### config.mk
export PLATFORM = sky130hd
export DESIGN_NAME = psc_trigger_conditioner
export DESIGN_NICKNAME = d
export VERILOG_FILES = /design/src/rtl/psc_trigger_conditioner.sv
export SDC_FILE = /design/constraint.sdc
export NUM_CORES = 1
export LEC_CHECK = 0
export ABC_AREA = 1
export BUFFER_PORTS_ARGS = -buffer_cell sky130_fd_sc_hd__buf_2
export CAP_MARGIN = 25
export CORE_ASPECT_RATIO = 1.4
export CORE_MARGIN = 1
export CORE_UTILIZATION = 30
export CTS_BUF_LIST = sky130_fd_sc_hd__clkbuf_16
export DETAILED_ROUTE_END_ITERATION = 12
export GPL_TIMING_DRIVEN = 0
export PLACE_DENSITY_LB_ADDON = 0.25
export SYNTH_ARGS = -nofsm -noshare
export SYNTH_HDL_FRONTEND = slang
export SYNTH_SLANG_ARGS = --single-unit
### constraint.sdc
create_clock -name clk -period 2.5 [get_ports clk]
set_input_delay 0.375 -clock clk [delete_from_list [all_inputs] [get_ports clk]]
set_output_delay 0.375 -clock clk [all_outputs]
set_load 0.02 [all_outputs]
### src/rtl/psc_trigger_conditioner.sv
// psc_trigger_conditioner: synchronises, glitch-filters and edge-qualifies the
// raw external PSC trigger, then issues a single-cycle trigger_pulse followed by
// a holdoff window that shields the downstream psc_trigger_fsm frames.
module psc_trigger_conditioner #(
  parameter int SYNC_STAGES    = 2,
  parameter int FILTER_CYCLES  = 4,
  parameter int HOLDOFF_CYCLES = 20,
  parameter int CNT_WIDTH      = 16
) (
  input  logic                 clk,
  input  logic                 reset,
  input  logic                 trigger_in,
  input  logic                 enable,
  input  logic                 clear_counts,
  output logic                 trigger_pulse,
  output logic                 armed,
  output logic                 busy,
  output logic [CNT_WIDTH-1:0] trigger_count,
  output logic [CNT_WIDTH-1:0] missed_count,
  output logic [CNT_WIDTH-1:0] glitch_count
);

  localparam int QW = $clog2(FILTER_CYCLES + 1);
  localparam int HW = $clog2(HOLDOFF_CYCLES + 1);
  localparam logic [CNT_WIDTH-1:0] CNT_ONE = {{(CNT_WIDTH-1){1'b0}}, 1'b1};

  typedef enum logic [2:0] {ARM, IDLE, QUAL, FIRE, HOLD} state_t;

  state_t                 state;
  logic [SYNC_STAGES-1:0] sync_ff;
  logic                   sync_in;
  logic                   sync_prev;
  logic                   rise;
  logic [QW-1:0]          qual_cnt;
  logic [HW-1:0]          hold_cnt;
  logic                   glitch_inc;
  logic                   missed_inc;
  logic                   trig_inc;

  assign sync_in = sync_ff[SYNC_STAGES-1];
  assign rise    = sync_in & ~sync_prev;

  // Event strobes feeding the status counters, decoded from the current state.
  assign glitch_inc = (state == QUAL) && enable && !sync_in;
  assign missed_inc = rise && ((state == FIRE) || (state == HOLD));
  assign trig_inc   = (state == FIRE);

  // Synchroniser chain plus one-cycle delayed copy for rise detection.
  always_ff @(posedge clk or posedge reset) begin
    if (reset) begin
      sync_ff   <= '0;
      sync_prev <= 1'b0;
    end else begin
      sync_ff   <= {sync_ff[SYNC_STAGES-2:0], trigger_in};
      sync_prev <= sync_in;
    end
  end

  // Trigger FSM with registered pulse/armed/busy; ARM blocks level-held inputs.
  always_ff @(posedge clk or posedge reset) begin
    if (reset) begin
      state         <= ARM;
      qual_cnt      <= '0;
      hold_cnt      <= '0;
      trigger_pulse <= 1'b0;
      armed         <= 1'b0;
      busy          <= 1'b0;
    end else begin
      trigger_pulse <= 1'b0;
      case (state)
        ARM: begin
          if (enable && !sync_in) begin
            state <= IDLE;
            armed <= 1'b1;
            busy  <= 1'b0;
          end
        end
        IDLE: begin
          if (!enable) begin
            state <= ARM;
            armed <= 1'b0;
            busy  <= 1'b0;
          end else if (sync_in) begin
            armed    <= 1'b0;
            busy     <= 1'b1;
            qual_cnt <= QW'(1);
            if (FILTER_CYCLES == 1) begin
              state         <= FIRE;
              trigger_pulse <= 1'b1;
            end else begin
              state <= QUAL;
            end
          end
        end
        QUAL: begin
          if (!enable) begin
            state <= ARM;
            armed <= 1'b0;
            busy  <= 1'b0;
          end else if (!sync_in) begin
            state <= IDLE;
            armed <= 1'b1;
            busy  <= 1'b0;
          end else if (qual_cnt == QW'(FILTER_CYCLES - 1)) begin
            state         <= FIRE;
            trigger_pulse <= 1'b1;
          end else begin
            qual_cnt <= qual_cnt + QW'(1);
          end
        end
        FIRE: begin
          state    <= HOLD;
          hold_cnt <= HW'(HOLDOFF_CYCLES);
        end
        HOLD: begin
          if (hold_cnt == HW'(1)) begin
            state <= ARM;
            busy  <= 1'b0;
            armed <= 1'b0;
          end else begin
            hold_cnt <= hold_cnt - HW'(1);
          end
        end
        default: begin
          state <= ARM;
          armed <= 1'b0;
          busy  <= 1'b0;
        end
      endcase
    end
  end

  // Status counters; clear overrides any coincident increment.
  always_ff @(posedge clk or posedge reset) begin
    if (reset) begin
      trigger_count <= '0;
      missed_count  <= '0;
      glitch_count  <= '0;
    end else if (clear_counts) begin
      trigger_count <= '0;
      missed_count  <= '0;
      glitch_count  <= '0;
    end else begin
      if (trig_inc)
        trigger_count <= trigger_count + CNT_ONE;
      if (missed_inc && (missed_count != '1))
        missed_count <= missed_count + CNT_ONE;
      if (glitch_inc && (glitch_count != '1))
        glitch_count <= glitch_count + CNT_ONE;
    end
  end

endmodule

Word-level counts from Yosys, hierarchy flattened
Cells that the tools add are included.
W data, S select, Z words.
{"block": "totals", "ff_bits": 65, "inputBits": 5, "word_cells": 95}
{"block": "classes", "add_sub_neg": 5, "eq_ne": 19, "muxes": 39, "bitwise": 3, "n_reduce_logical": 18}
{"op": "$mux W16", "count": 6}
{"op": "$add A16 B1 Y16 const B", "count": 3}
{"op": "$mux W3", "count": 12}
{"op": "$ne A16 B16 Y1 const B", "count": 2}
{"op": "$mux W1", "count": 15}
{"op": "$pmux W3 S5", "count": 1}
{"op": "$ne A2 B2 Y1 const B", "count": 7}
{"op": "$pmux W1 S5", "count": 2}
{"op": "$pmux W5 S2", "count": 1}
{"op": "$reduce_bool A2 Y1", "count": 5}
{"op": "$eq A3 B2 Y1 const B", "count": 3}
{"op": "$logic_and A1 B1 Y1", "count": 6}
{"op": "$ne A3 B3 Y1 const B", "count": 2}
{"op": "$pmux W3 S2", "count": 1}
{"op": "$reduce_and A6 Y1", "count": 1}
{"op": "$eq A5 B1 Y1 const B", "count": 1}
{"op": "$mux W5", "count": 1}
{"op": "$reduce_and A5 Y1", "count": 1}
{"op": "$sub A5 B1 Y5 const B", "count": 1}
{"op": "$ne A4 B3 Y1 const B", "count": 1}
{"op": "$reduce_and A4 Y1", "count": 1}
{"op": "$add A3 B1 Y3 const B", "count": 1}
{"op": "$eq A3 B1 Y1 const B", "count": 1}
{"op": "$eq A3 B3 Y1 const B", "count": 1}
{"op": "7 further kinds", "count": 8}

Longest topological paths before layout
{"block": "depth", "word_depth": 6, "ltp_mapped": 10}

Least setup slack after synthesis
OpenSTA, ideal clock, no wires.
{"block": "synth_timing", "path_kind": "flip-flop to flip-flop", "start": "register glitch_count[0]", "end": "register glitch_count[4]", "setup_ns": 0.118, "t_arrival_ns": 1.534, "required_ns": 2.382, "setup_slack_ns": 0.847, "stages_incl_launch_ff": 11, "path_buffers": 1, "period_less_slack_ns": 1.653, "cell_sequence": "dfrtp_1 -> ha_1 -> nand2_1 -> nor2_2 -> nand2_1 -> clkinv_1 -> nand2_1 -> nand2_2 -> buf_6 -> nand3_1 -> nand2_1"}
{"block": "synth_via", "elab_chain_cells": 3}
{"item": "start, declared", "line_no": "20", "text": "output logic [CNT_WIDTH-1:0] glitch_count"}
{"item": "start signal, assigned", "line_no": "149", "text": "glitch_count <= glitch_count + CNT_ONE;"}
{"item": "$add A16 B1 Y16 or $ne A16 B16 Y1 (tied branches)", "line_no": "149, 148"}
{"item": "$mux W16 or $logic_and A1 B1 Y1 (tied branches)", "line_no": "148", "text": "if (glitch_inc && (glitch_count != '1))"}
{"item": "$mux W16 or $reduce_bool A2 Y1 (tied branches)"}
Parallel ways exist; a longest one is shown, timed or not. The select of a mux whose other input is x is not followed.
A chain may end at the register's enable or synchronous reset.

Worst setup path after layout
Same ends and word-level chain as after synthesis.

==> reports/results.ini <==
[min_path]
hold_class=input port to flip-flop
hold_path_depth=1

[flow_run]
cap_viol_max_count=0

[grt]
antenna_found_initial=0
grt_use_total=0.159
grt-busiest-layer=met2
grt_pass1_vias=3364
grt_start_max_net_pins=66
grt_use_met3=0.0323
met1_usage=0.195
globalRouteOverflowTotal=0
gr-usage-met2=0.264
grt_pass1_wl_um=15700

[placed_design]
portBuffers=54
pre_cts_ws_ns=0.701
post-dp-hpwl_um=6780
finalWeightedCongestion=0.872

[clock_network]
path_clk_slew_ns=0.05
clock_path_buffers=2
insertion_delay_ns=0.33
clock_sinks=65
h-tree-depth=3
cts_made_buffers=9
cts_tree=done
post_cts_resized=0
cts-root-buf=clkbuf_16
cts_hold_buf=0
cts_setup_buffers=0

[power]
irDropWorstVdd_v=0.000355
internal_power_mw=1.96
power_density_nw_per_um2=636
p_sw_frac=0.307
power_frac_clock=0.390
seqPwrFrac=0.434
total_leakage_power_nw=2.29
combPwrFrac=0.177
p_switching_mw=0.866

[critical_path]
worstPathRequired_ns=2.72
cp-start-kind=flip-flop
endpoint_kind=flip-flop
rr_worst_depth=10
worstPathMaxFanout=10
critPathKind=flip-flop to flip-flop
cp_data_arrival_time_ns=2.01

[detailed_routing]
drc_errors=0
num_vias=3441
drt_pass1_iterations=4
via_per_inst=4.79
wl_per_cell_um=12.9
ant_nets=0
drt-total-wl_um=9260
drtIter0Drc=95

[floorplanning]
core.rowCount=47
die_w_um=96.3
dieArea_um2=12900
die_y_um=134
io_pins=56
initial_core_util=0.311
design.core.area_um2=12000

[yosys]
syn_nets=515
ys.flop_type=dfrtp_1
syn_avg_cell_area_um2=7.42
synth_warnings=0
yosys-top-cells-area=dfrtp_1 (44%), nand2_1 (15%), nand3_1 (6.8%), nor2_1 (5.5%), inv_1 (5.3%)
yosysMostFrequentCell=nand2_1
synthCells=503
ys_types=33
synthTopCellsByCount=nand2_1 (148), dfrtp_1 (65), nor2_1 (55)
ys_ff_latch=65
yosysTopAreaCell=dfrtp_1
seq_area_frac_synth=0.436
syn-cell-area_um2=3730
ys_async_sr_fraction=1.00
synth_edf_count=0
synth_top_area_frac=0.436

[sta]
report.final.hold_viol_count=0
worst_slew_pin_slew_ns=0.829
slew_violations=0
rsz0062_at_grt=no
layout_setup_ws_ns=0.706
maxSlewHeadroom=0.447
fmax_mhz=558
finalSetupViolations=0
finalCriticalPeriod_ns=1.79
hold_ws_ns=0.144
finalSetupTns_ns=0
min_period_over_period=0.717
skew_ns=0.00349

[cells_and_area]
fin_nets=580
fillers=1301
drive_gt1_frac=0.163
syn_to_final_growth_pct=19.0
regArea_um2=1630
multi_input_area_um2=1840
num_antenna_cells=0
final_core_util=0.370

[status]
status=complete, no violations

-- through the flow --
| stage | cells | area, µm² | total power [mW] |
|---|---|---|---|
| after CTS | 719 | 4440 | 2.86 |
| after floorplan | 503 | 3730 | 1.61 |
| final | 719 | 4440 | 2.82 |
| after detailed placement | 704 | 4190 | 1.74 |
| after global routing | 719 | 4440 | 2.99 |
| after global placement | 704 | 4190 | 1.73 |
-- area by class of cell --
class | count | share of cell area
multi-input cells | 373 | 0.414
plain buffers | 9 | 0.0127
repair buffers | 54 | 0.0608
flip-flops and latches | 65 | 0.366
well taps | 147 | 0.0414
inverters | 56 | 0.0479
clock inverters | 6 | 0.00648
clock buffers | 9 | 0.0507
-- kinds of logic (layout without fill, tap and decap cells) --
family,after synthesis,in the layout,synth area share
XOR/XNOR,17,17,0.0399
AND/OR/NAND/NOR,305,305,0.361
AO/OA/AOI/OAI,44,44,0.0681
adder cells (fa/ha/maj),7,7,0.0235
buffers and inverters,65,134,0.0714
flip-flops,65,65,0.436
-- flip-flops by register name (all words and copies together), names as in the netlist, 2 cells and up --
name / count
qual_cnt: 3
glitch_count: 16
sync_ff: 2
state: 3
missed_count: 16
trigger_count: 16
hold_cnt: 5
-- power groups by stage --
stage                     Sequential [mW]  Clock, mW  Combinational (mW)
after floorplan                      1.25          0               0.363
after detailed placement             1.24          0               0.502
after global routing                 1.24       1.17               0.581
after CTS                            1.22       1.13               0.509
after global placement               1.24          0               0.491
final                                1.22       1.10               0.499
-- placed cells by master (no fill, tap or decap), types with 12 or more instances in the layout --
cell type,netlist,final
o21ai_0,21,21
buf_2,3,57
nand3_1,51,51
xor2_1,15,15
nor3_1,12,12
dfrtp_1,65,65
nand4_1,17,17
nor2_1,55,55
nand2_1,148,148
inv_1,53,54
-- layer usage --
metal  wire length [µm]  part of all wire  vias up
met5                  0                 0        -
met2               4630              0.50       57
met1               4100              0.44     1615
met3                359             0.039       15
met4                176             0.019        0
li1                   -                 -     1754
-- worst max-delay path, stage by stage (launching register included) --
cell and delay [ns]:
dfrtp_1 0.43, ha_1 0.24, nand2_1 0.10, nor2_2 0.05
nand2_1 0.16, clkinv_1 0.15, nand2_1 0.12, nand2_2 0.11
buf_6 0.17, nand3_1 0.07, nand2_1 0.06
-- worst paths after layout --
check,startpoint,to,slack [ns]
min in group asynchronous,reset,missed_count[14],0.20
max in group asynchronous,reset,glitch_count[8],1.75
hold / removal,trigger_in,sync_ff[0],0.14
hold reg to reg,sync_ff[0],sync_ff[1],0.35
setup / recovery,glitch_count[0],glitch_count[4],0.71
setup reg to reg,glitch_count[0],glitch_count[4],0.71
Note: power is estimated with default switching activity, not from simulation.
